==> src/rtl/sys_bridge_pkg.sv <==
// ---------------------------------------------------------------------------
// sys_bridge_pkg
// Shared definitions for the CPU data-bus bridge and its countdown timers:
//   - default address map (DM limit, timer 0/1 register window bases)
//   - timer CTRL bit positions and MODE codes
//   - timer register byte offsets inside a window
//   - timer FSM state encoding
//   - inTimerWindow(): helper that tests an address against a 12-byte window
// Configuration macro used by the bridge: SYS_BRIDGE_TIMER1_EN
// ---------------------------------------------------------------------------
package sys_bridge_pkg;

  // Default address map
  localparam logic [31:0] DEF_DM_LIMIT    = 32'h0000_2FFF;
  localparam logic [31:0] DEF_TIMER0_BASE = 32'h0000_7F00;
  localparam logic [31:0] DEF_TIMER1_BASE = 32'h0000_7F10;

  // Last byte offset inside a timer window (three 32-bit registers)
  localparam logic [31:0] TIMER_SPAN = 32'h0000_000B;

  // CTRL register layout: {IM, MODE[1:0], EN}
  localparam int CTRL_EN     = 0;
  localparam int CTRL_MODE   = 1;
  localparam int CTRL_MODE_W = 2;
  localparam int CTRL_IM     = 3;
  localparam int CTRL_W      = 4;

  // MODE codes; 2'b1x behaves like one-shot
  localparam logic [1:0] MODE_ONESHOT = 2'b00;
  localparam logic [1:0] MODE_RELOAD  = 2'b01;

  // Register byte offsets within a timer window
  localparam logic [3:0] OFF_CTRL   = 4'h0;
  localparam logic [3:0] OFF_PRESET = 4'h4;
  localparam logic [3:0] OFF_COUNT  = 4'h8;

  // Timer FSM states
  typedef enum logic [1:0] {
    IDLE = 2'd0,
    LOAD = 2'd1,
    CNT  = 2'd2,
    INT  = 2'd3
  } timer_state_e;

  // True when addr lies in [base, base + TIMER_SPAN]
  function automatic logic inTimerWindow(input logic [31:0] addr,
                                         input logic [31:0] base);
    return (addr >= base) && ((addr - base) <= TIMER_SPAN);
  endfunction

endpackage

==> src/rtl/sys_bridge_timer.sv <==
// ---------------------------------------------------------------------------
// bridge_timer
// One programmable countdown timer: CTRL/PRESET/COUNT register file, the
// IDLE/LOAD/CNT/INT sequencing FSM and the interrupt request it produces.
// Ports:
//   clk        in   1   system clock, rising edge
//   reset      in   1   asynchronous, active-high
//   i_we       in   1   full-word write strobe for this window
//   i_off      in   4   byte offset of the access inside the window
//   i_wdata    in   32  write data
//   o_rdata    out  32  combinational read of the addressed register
//   o_irq      out  1   interrupt request (combinational from state/regs)
// ---------------------------------------------------------------------------
module bridge_timer
  import sys_bridge_pkg::*;
(
  input  logic        clk,
  input  logic        reset,
  input  logic        i_we,
  input  logic [3:0]  i_off,
  input  logic [31:0] i_wdata,
  output logic [31:0] o_rdata,
  output logic        o_irq
);

  timer_state_e        r_state;
  timer_state_e        w_stateNext;
  logic [CTRL_W-1:0]   r_ctrl;
  logic [CTRL_W-1:0]   w_ctrlNext;
  logic [31:0]         r_preset;
  logic [31:0]         w_presetNext;
  logic [31:0]         r_count;
  logic [31:0]         w_countNext;
  logic                r_pending;
  logic                w_pendingNext;
  logic                w_wrCtrl;
  logic                w_wrPreset;
  logic                w_reload;

  // COUNT is read-only, so only CTRL and PRESET can be written by the CPU.
  assign w_wrCtrl   = i_we && (i_off == OFF_CTRL);
  assign w_wrPreset = i_we && (i_off == OFF_PRESET);

  // Only 2'b01 reloads; every other MODE value runs as one-shot.
  assign w_reload = (r_ctrl[CTRL_MODE +: CTRL_MODE_W] == MODE_RELOAD);

  // Next-state logic. The FSM update is computed first and the CPU write is
  // applied afterwards so that a same-cycle CPU write overrides it. The FSM
  // only ever reacts to the registered CTRL, so a new CTRL value is seen
  // from the cycle after the write.
  always_comb begin
    w_stateNext   = r_state;
    w_ctrlNext    = r_ctrl;
    w_presetNext  = r_preset;
    w_countNext   = r_count;
    w_pendingNext = r_pending;

    case (r_state)
      IDLE: begin
        if (r_ctrl[CTRL_EN]) begin
          w_stateNext = LOAD;
        end
      end
      LOAD: begin
        w_countNext = r_preset;
        w_stateNext = CNT;
      end
      CNT: begin
        if (!r_ctrl[CTRL_EN]) begin
          w_stateNext = IDLE;
        end else if (r_count > 32'd1) begin
          w_countNext = r_count - 32'd1;
        end else begin
          w_countNext = 32'd0;
          w_stateNext = INT;
        end
      end
      INT: begin
        if (w_reload) begin
          w_stateNext = LOAD;
        end else begin
          // One-shot: disarm and keep the request latched until CTRL is
          // rewritten.
          w_ctrlNext[CTRL_EN] = 1'b0;
          w_pendingNext       = 1'b1;
          w_stateNext         = IDLE;
        end
      end
      default: begin
        w_stateNext = IDLE;
      end
    endcase

    if (w_wrCtrl) begin
      w_ctrlNext    = i_wdata[CTRL_W-1:0];
      w_pendingNext = 1'b0;
    end
    if (w_wrPreset) begin
      w_presetNext = i_wdata;
    end
  end

  // State and register file update; reset clears everything immediately.
  always_ff @(posedge clk or posedge reset) begin
    if (reset) begin
      r_state   <= IDLE;
      r_ctrl    <= '0;
      r_preset  <= '0;
      r_count   <= '0;
      r_pending <= 1'b0;
    end else begin
      r_state   <= w_stateNext;
      r_ctrl    <= w_ctrlNext;
      r_preset  <= w_presetNext;
      r_count   <= w_countNext;
      r_pending <= w_pendingNext;
    end
  end

  // The request is live for the single INT cycle (reload pulse) and stays
  // up afterwards while a one-shot completion is pending; IM masks both.
  assign o_irq = r_ctrl[CTRL_IM] && ((r_state == INT) || r_pending);

  // Register read mux; unused offsets read as zero.
  always_comb begin
    o_rdata = 32'h0;
    case (i_off)
      OFF_CTRL:   o_rdata = {{(32-CTRL_W){1'b0}}, r_ctrl};
      OFF_PRESET: o_rdata = r_preset;
      OFF_COUNT:  o_rdata = r_count;
      default:    o_rdata = 32'h0;
    endcase
  end

endmodule

==> src/rtl/sys_bridge.sv <==
// ---------------------------------------------------------------------------
// sys_bridge
// Responder end of the CPU data-memory bus. Decodes each access to external
// data memory, timer 0 or (optionally) timer 1, returns read data with zero
// latency and packs the CPU hardware interrupt vector.
// Configuration macro: SYS_BRIDGE_TIMER1_EN
//   defined   -> timer 1 lives at TIMER1_BASE
//   undefined -> the timer 1 window reads 0, drops writes, HWInt[1] is 0
// Ports:
//   clk            in   1   system clock, rising edge
//   reset          in   1   asynchronous, active-high
//   m_data_addr    in   32  CPU byte address
//   m_data_wdata   in   32  CPU write data, lane-aligned
//   m_data_byteen  in   4   CPU byte-lane write enables (0 = read)
//   m_data_rdata   out  32  read data to the CPU (combinational)
//   dm_addr        out  32  address passthrough to DM
//   dm_wdata       out  32  write data passthrough to DM
//   dm_byteen      out  4   byte enables, only when DM is selected
//   dm_rdata       in   32  DM read data
//   irq_ext        in   1   external interrupt level
//   HWInt          out  6   {3'b0, irq_ext, timer1 irq, timer0 irq}
// ---------------------------------------------------------------------------
module sys_bridge
  import sys_bridge_pkg::*;
#(
  parameter logic [31:0] DM_LIMIT    = DEF_DM_LIMIT,
  parameter logic [31:0] TIMER0_BASE = DEF_TIMER0_BASE,
  parameter logic [31:0] TIMER1_BASE = DEF_TIMER1_BASE
)
(
  input  logic        clk,
  input  logic        reset,
  input  logic [31:0] m_data_addr,
  input  logic [31:0] m_data_wdata,
  input  logic [3:0]  m_data_byteen,
  output logic [31:0] m_data_rdata,
  output logic [31:0] dm_addr,
  output logic [31:0] dm_wdata,
  output logic [3:0]  dm_byteen,
  input  logic [31:0] dm_rdata,
  input  logic        irq_ext,
  output logic [5:0]  HWInt
);

  logic        w_selDm;
  logic        w_inT0;
  logic        w_inT1;
  logic        w_fullWord;
  logic [3:0]  w_offT0;
  logic [31:0] w_rdataT0;
  logic [31:0] w_rdataT1;
  logic        w_irqT0;
  logic        w_irqT1;
  logic [1:0]  r_hwIrq;

  // Address decode. DM starts at 0 so only the upper limit matters.
  assign w_selDm    = (m_data_addr <= DM_LIMIT);
  assign w_inT0     = inTimerWindow(m_data_addr, TIMER0_BASE);
  assign w_inT1     = inTimerWindow(m_data_addr, TIMER1_BASE);
  assign w_fullWord = (m_data_byteen == 4'hF);

  // Windows are small, so only the low nibble is needed for the offset.
  assign w_offT0 = m_data_addr[3:0] - TIMER0_BASE[3:0];

  // DM sees address and data unconditionally; only the strobes are gated.
  assign dm_addr   = m_data_addr;
  assign dm_wdata  = m_data_wdata;
  assign dm_byteen = w_selDm ? m_data_byteen : 4'b0000;

  // Timers accept full-word writes only; partial writes are dropped.
  bridge_timer u_timer0 (
    .clk     (clk),
    .reset   (reset),
    .i_we    (w_inT0 && w_fullWord),
    .i_off   (w_offT0),
    .i_wdata (m_data_wdata),
    .o_rdata (w_rdataT0),
    .o_irq   (w_irqT0)
  );

`ifdef SYS_BRIDGE_TIMER1_EN
  logic [3:0] w_offT1;

  assign w_offT1 = m_data_addr[3:0] - TIMER1_BASE[3:0];

  bridge_timer u_timer1 (
    .clk     (clk),
    .reset   (reset),
    .i_we    (w_inT1 && w_fullWord),
    .i_off   (w_offT1),
    .i_wdata (m_data_wdata),
    .o_rdata (w_rdataT1),
    .o_irq   (w_irqT1)
  );
`else
  // Without timer 1 its window still decodes, but behaves as unmapped.
  assign w_rdataT1 = 32'h0;
  assign w_irqT1   = 1'b0;
`endif

  // Read-back mux toward the CPU; anything unmapped returns zero.
  always_comb begin
    m_data_rdata = 32'h0;
    if (w_selDm) begin
      m_data_rdata = dm_rdata;
    end else if (w_inT0) begin
      m_data_rdata = w_rdataT0;
    end else if (w_inT1) begin
      m_data_rdata = w_rdataT1;
    end
  end

  // Timer requests reach the CPU one cycle after the timer raises them.
  always_ff @(posedge clk or posedge reset) begin
    if (reset) begin
      r_hwIrq <= 2'b00;
    end else begin
      r_hwIrq <= {w_irqT1, w_irqT0};
    end
  end

  assign HWInt = {3'b000, irq_ext, r_hwIrq};

endmodule

==> config.mk <==
export PLATFORM = sky130hd
export DESIGN_NAME = sys_bridge
export DESIGN_NICKNAME = d
export VERILOG_FILES = /design/src/rtl/sys_bridge_pkg.sv /design/src/rtl/sys_bridge_timer.sv /design/src/rtl/sys_bridge.sv
export SDC_FILE = /design/constraint.sdc
export NUM_CORES = 1
export LEC_CHECK = 0
export CAP_MARGIN = 20
export CORE_ASPECT_RATIO = 0.5
export CORE_MARGIN = 5
export CORE_UTILIZATION = 40
export DETAILED_ROUTE_END_ITERATION = 10
export PLACE_DENSITY = 0.89
export SLEW_MARGIN = 20
export SYNTH_ARGS = -nofsm -noshare
export SYNTH_HDL_FRONTEND = slang
export SYNTH_SLANG_ARGS = --single-unit
==> constraint.sdc <==
create_clock -name clk -period 4.2 [get_ports clk]
set_clock_uncertainty 0.1 [all_clocks]
set_input_delay 1.26 -clock clk [delete_from_list [all_inputs] [get_ports clk]]
set_output_delay 1.26 -clock clk [all_outputs]
set_load 0.02 [all_outputs]
# [Word level (Yosys, flattened, before mapping)]
# Cells that the tools add are included.
[op_classes] reduce_logical=13 n_eq_ne=11 muxes=18 add_sub_neg=2 magnitude_cmp=4
[ops] op="$mux W32" n=4
[ops] op="$pmux W32 S3" n=1
[ops] op="$pmux W32 S2" n=1
[ops] op="$ge A32 B15 Y1 const B" n=1
[ops] op="$gt A32 B1 Y1 const B" n=1
[ops] op="$le A32 B14 Y1 const B" n=1
[ops] op="$le A32 B4 Y1 const B" n=1
[ops] op="$sub A32 B1 Y32 const B" n=1
[ops] op="$sub A32 B15 Y32 const B" n=1
[ops] op="$eq A4 B4 Y1 const B" n=2
[ops] op="$pmux W2 S4" n=1
[ops] op="$mux W1" n=7
[ops] op="$mux W2" n=3
[ops] op="$ne A2 B1 Y1 const B" n=3
[ops] op="$reduce_and A2 Y1" n=3
[ops] op="$logic_and A1 B1 Y1" n=5
[ops] op="$eq A2 B1 Y1 const B" n=2
[ops] op="$eq A2 B2 Y1 const B" n=2
[ops] op="$eq A4 B3 Y1 const B" n=1
[ops] op="$logic_not A4 Y1" n=1
[ops] op="$mux W4" n=1
[ops] op="$reduce_bool A2 Y1" n=2
[ops] op="$ne A3 B3 Y1 const B" n=1
[ops] op="$logic_not A2 Y1" n=1
[ops] op="$logic_or A1 B1 Y1" n=1
[word_totals] input_bits=103 register_bits=72

# [Logic depth before layout (Yosys ltp)]
[depth] depth_word=7 depth_mapped=8

# [Cells and area by module]
# Synthesis repeated with hierarchy kept, for this count alone.
[hier_totals] cells_unflattened=559 area_unflattened_um2=5201.2
[modules_own_cells] module="bridge_timer" cells_per_inst=394 n_inst=1 seq_area_each_um2=1776.7 area_each_um2=3983.8
[modules_own_cells] module="sys_bridge" cells_per_inst=165 n_inst=1 seq_area_each_um2=25.0 area_each_um2=1217.4

# [Worst setup path after synthesis]
# Ideal clock, no wire load.
[synth_timing] kind="input-to-output" start="input m_data_addr[4]" end="output m_data_rdata[10]" required_time_ns=2.840 cell_stages=6 path_buffers=1 path_slack_ns=-0.394 arrival_ns=3.234 path_cell_list="or2_1 -> a2111oi_0 -> nand4b_1 -> or4_1 -> clkbuf_1 -> o21ai_0"
[synth_between] elab_chain_cells=5 word_cells_on_any_way=7 cone_classes="1 x add/sub; 3 x order compare; 2 x mux; 1 x reduce/logical"
[synth_rtl] item="from (decl)" line="sys_bridge.sv:33" rtl="input logic [31:0] m_data_addr,"
[synth_rtl] item="$sub A32 B15 Y32" line="sys_bridge_pkg.sv:48" rtl="return (addr >= base) && ((addr - base) <= TIMER_SPAN);"
[synth_rtl] item="$le A32 B4 Y1" line="sys_bridge_pkg.sv:48"
[synth_rtl] item="$logic_and A1 B1 Y1" line="sys_bridge_pkg.sv:48"
[synth_rtl] item="$mux W32" line="sys_bridge.sv:106" rtl="end else if (w_inT0) begin"
[synth_rtl] item="$mux W32 (*)" line="sys_bridge.sv:104" rtl="if (w_selDm) begin"
[synth_rtl] item="to (decl)" line="sys_bridge.sv:36" rtl="output logic [31:0] m_data_rdata,"
# Mark *: on every way between the ends. The rest lies on a longest branch, timed or not.

# [Worst setup path in the final report]
[layout_timing] start="input m_data_addr[4]" end="output m_data_rdata[24]"
# The elaborated chain is that of the path after synthesis.

==> results.toml <==
[status]
run_status = "finished with violations"
violations = "setup timing"

[die]
row_count = 29
die_h_um = 91.5
ios = 209
die_w_um = 173
placeableCoreArea_mm2 = 0.0128
initial_utilization = 0.414
fp.dieArea_mm2 = 0.0158

[synthesis]
synth-warning-count = 0
predominant_post_synthesis_flop_cell = "dfrtp_1"
synthesis.instances = 594
post_synth_num_cell_types = 65
post_synthesis_sequential_area_ratio = 0.339
avgSynthCellArea_um2 = 8.95
synth_async_sr_flop_share = 1.00
synth_edf_count = 0
ys_seq_elements = 72
cell_area_synth_mm2 = 0.00532

[worst_hold_path]
worstHoldPathCells = 1
min_from = "u_timer0.r_pending"
min_to = "u_timer0.r_pending"
hold_class = "reg2reg"

[global_route]
grt_pass1_wl_mm = 31.9
grt_overflow = 0
track_usage = 0.249
grt_start_max_net_pins = 34
grt_pass1_vias = 5760
initial_antenna_violation_count = 0

[clocking]
tritoncts_clock_tree = "built"
clk-insertion-delay-late_ps = 340
cts_made_buffers = 9
clkSlewWorstSetupHoldPaths_ps = 60
clkSinkCount = 72
htreeDepth = 3
cts_max_path_buffers = 2
cts_hold_buffers = 0
clockRootBuffer = "clkbuf_16"

[routing]
drt_pre_antenna_iters = 7
route.detailed.vias_per_inst = 6.12
number_of_design_rule_violations_left_by_the_first_detailed_router_iteration = 922
via_count = 5712
remaining_drc_errors = 0
detail_route.wirelength_mm = 20.3
ant_nets = 0
route.detailed.wl_per_inst_um = 21.8

[worst_setup_path]
arrival_time_of_the_worst_setup_path_ps = 3240
critical-path-max-stage-delay_ps = 540
crit_buf_inv = 4
startpoint_type = "input pin"
r2r-end = "u_timer0.r_count[6]"
critPathMaxFanout = 8
worstPathCellList = "buf_6, or2_4, a2111oi_4, nand4b_1, or4_4, buf_12, buf_16, o21ai_4, buf_6"
crit_family = "simple AND/OR/NAND/NOR gates"
timing.critical_path.slowest_stage_cell = "or4_4"
depth_of_the_worst_register_to_register_path = 5
critPathMostFrequentCell = "buf_6"
setup.worst_path.class = "in2out"
cp_depth = 9
critPathRequiredTime_ps = 2840
worst_r2r_startpoint = "u_timer0.r_count[25]"
critPathCaptureType = "output port"
ff2ff_setup_slack_ps = 1140

[run]
maxCapViolCount = 0

[timing]
final-hold-violation-count = 0
finalWorstPathRequiredPeriod_ps = 4600
holdWs_ps = 416
drv_slew = 0
rsz0062_at_grt = "yes"
timing.max_slew.rel_slack = 0.390
setup_viol = 32
achievable-frequency_ghz = 0.218
finalCritPeriodShare = 1.09
worst_slew_pin_slew_ps = 915
fin_worst_setup_slack_ps = -396

[cells_and_area]
final_cell_mix = "139 x clkdlybuf4s50_1, 72 x dfrtp_1, 66 x nand2_1"
antenna_cells = 0
mostFrequentLayoutCell = "clkdlybuf4s50_1"
area_delta_synth_final_pct = 53.2
design.final.nets = 863
layout-drive-gt1-share = 0.292
layout.cell_area.non_filler_mm2 = 0.00815

[pwr]
switching_share = 0.247
clock_power_share = 0.448
vdd_ir_drop_max_mv = 0.195
seq_power_share = 0.393
power-per-cell-area_mw_per_mm2 = 217
pwr-share-comb = 0.160
internal_power_uw = 1330
total_switching_power_uw = 437
leakagePower_uw = 0.00361

[place]
routabilityCongestion = 0.911
place_hpwl_mm = 13.0
dpl-instance-area_mm2 = 0.00753
numPortBuffers = 202
-- worst max-delay path by stage --
stage	slack, ps	end	from
after floorplan	20	m_data_rdata[11]	m_data_addr[3]
after global placement	-1090	m_data_rdata[0]	m_data_addr[15]
after detailed placement	-1230	m_data_rdata[23]	m_data_addr[15]
after CTS	-380	m_data_rdata[23]	m_data_addr[5]
after global routing	-460	m_data_rdata[23]	m_data_addr[4]
final	-400	m_data_rdata[24]	m_data_addr[4]
-- layout make-up --
cell class / count / area (µm²)
clock inverter: 6 / 66.3
clock buffer: 10 / 239
fill: 919 / 4700
sequential: 72 / 1800
multi-input combinational: 403 / 3210
tap: 170 / 213
inverter: 14 / 52.6
timing repair buffer: 258 / 2570
-- metal layers --
layer  global-route usage  wire length, µm
met1                0.318             7770
met2                0.409             9290
met3               0.0668             2370
met4               0.0922              881
met5                    0                0
-- registers in the layout (all words and copies together) (netlist names) --
name and count:
r_hwIrq 1, u_timer0.r_count 32, u_timer0.r_ctrl 4, u_timer0.r_pending 1, u_timer0.r_preset 32, u_timer0.r_state 2
-- power groups by stage --
stage / registers, µW / logic [µW] / clock network (µW)
floorplan: 706 / 124 / 0
global route: 693 / 296 / 826
detailed placement: 706 / 277 / 0
finish: 694 / 282 / 792
global placement: 706 / 274 / 0
CTS: 694 / 279 / 786
-- Yosys cell counts, types with 7 or more instances --
cell type  count  share of area
dfrtp_1       72           0.34
buf_4         69          0.097
nand2_1       67          0.047
o21ai_0       35          0.033
clkbuf_1      32          0.023
a22oi_1       31          0.044
mux2_4        30          0.085
nor2_1        30          0.021
a21oi_1       24          0.023
inv_1         14         0.0099
nor3_1        12          0.011
nand3_1       11          0.010
nand4_1       11          0.013
a31oi_1       10          0.012
and3_1        10          0.012
o211ai_1       9          0.013
o22ai_1        9          0.011
mux2i_1        7          0.013
o311ai_0       7          0.012
-- worst reg2reg max path, cell delays in order, from the launching register on --
cell     delay [ps]
dfrtp_1         470
or3_1           510
nor2b_1         490
nand4_2         700
a32oi_1         520
o22ai_1         140
-- what timing repair did --
item	in CTS	in global routing
pin swaps	14	9
resized for setup	320	8
cloned	4	0
setup endpoints to repair	36	36
setup buffers	14	5
-- cells by family after synthesis --
kind of cell    Yosys count  share of synthesized area
simple gates            195                      0.195
fa+ha+maj                 2                    0.00471
compound gates          159                      0.204
other cells               1                   0.000705
mux                      43                      0.111
buf+inv                 122                      0.146
flops                    72                      0.339
-- metrics by stage --
step	std cells	power, µW	setup TNS [ps]	worst slack [ps]	util
floorplan	597	830	0	21.5	-
global placement	897	981	-37620	-1090	0.587
detailed placement	897	984	-42100	-1230	0.587
CTS	931	1760	-10710	-375	0.633
global route	933	1820	-13300	-460	0.634
finish	933	1770	-10950	-396	0.634
(Power assumes the default switching activity.)
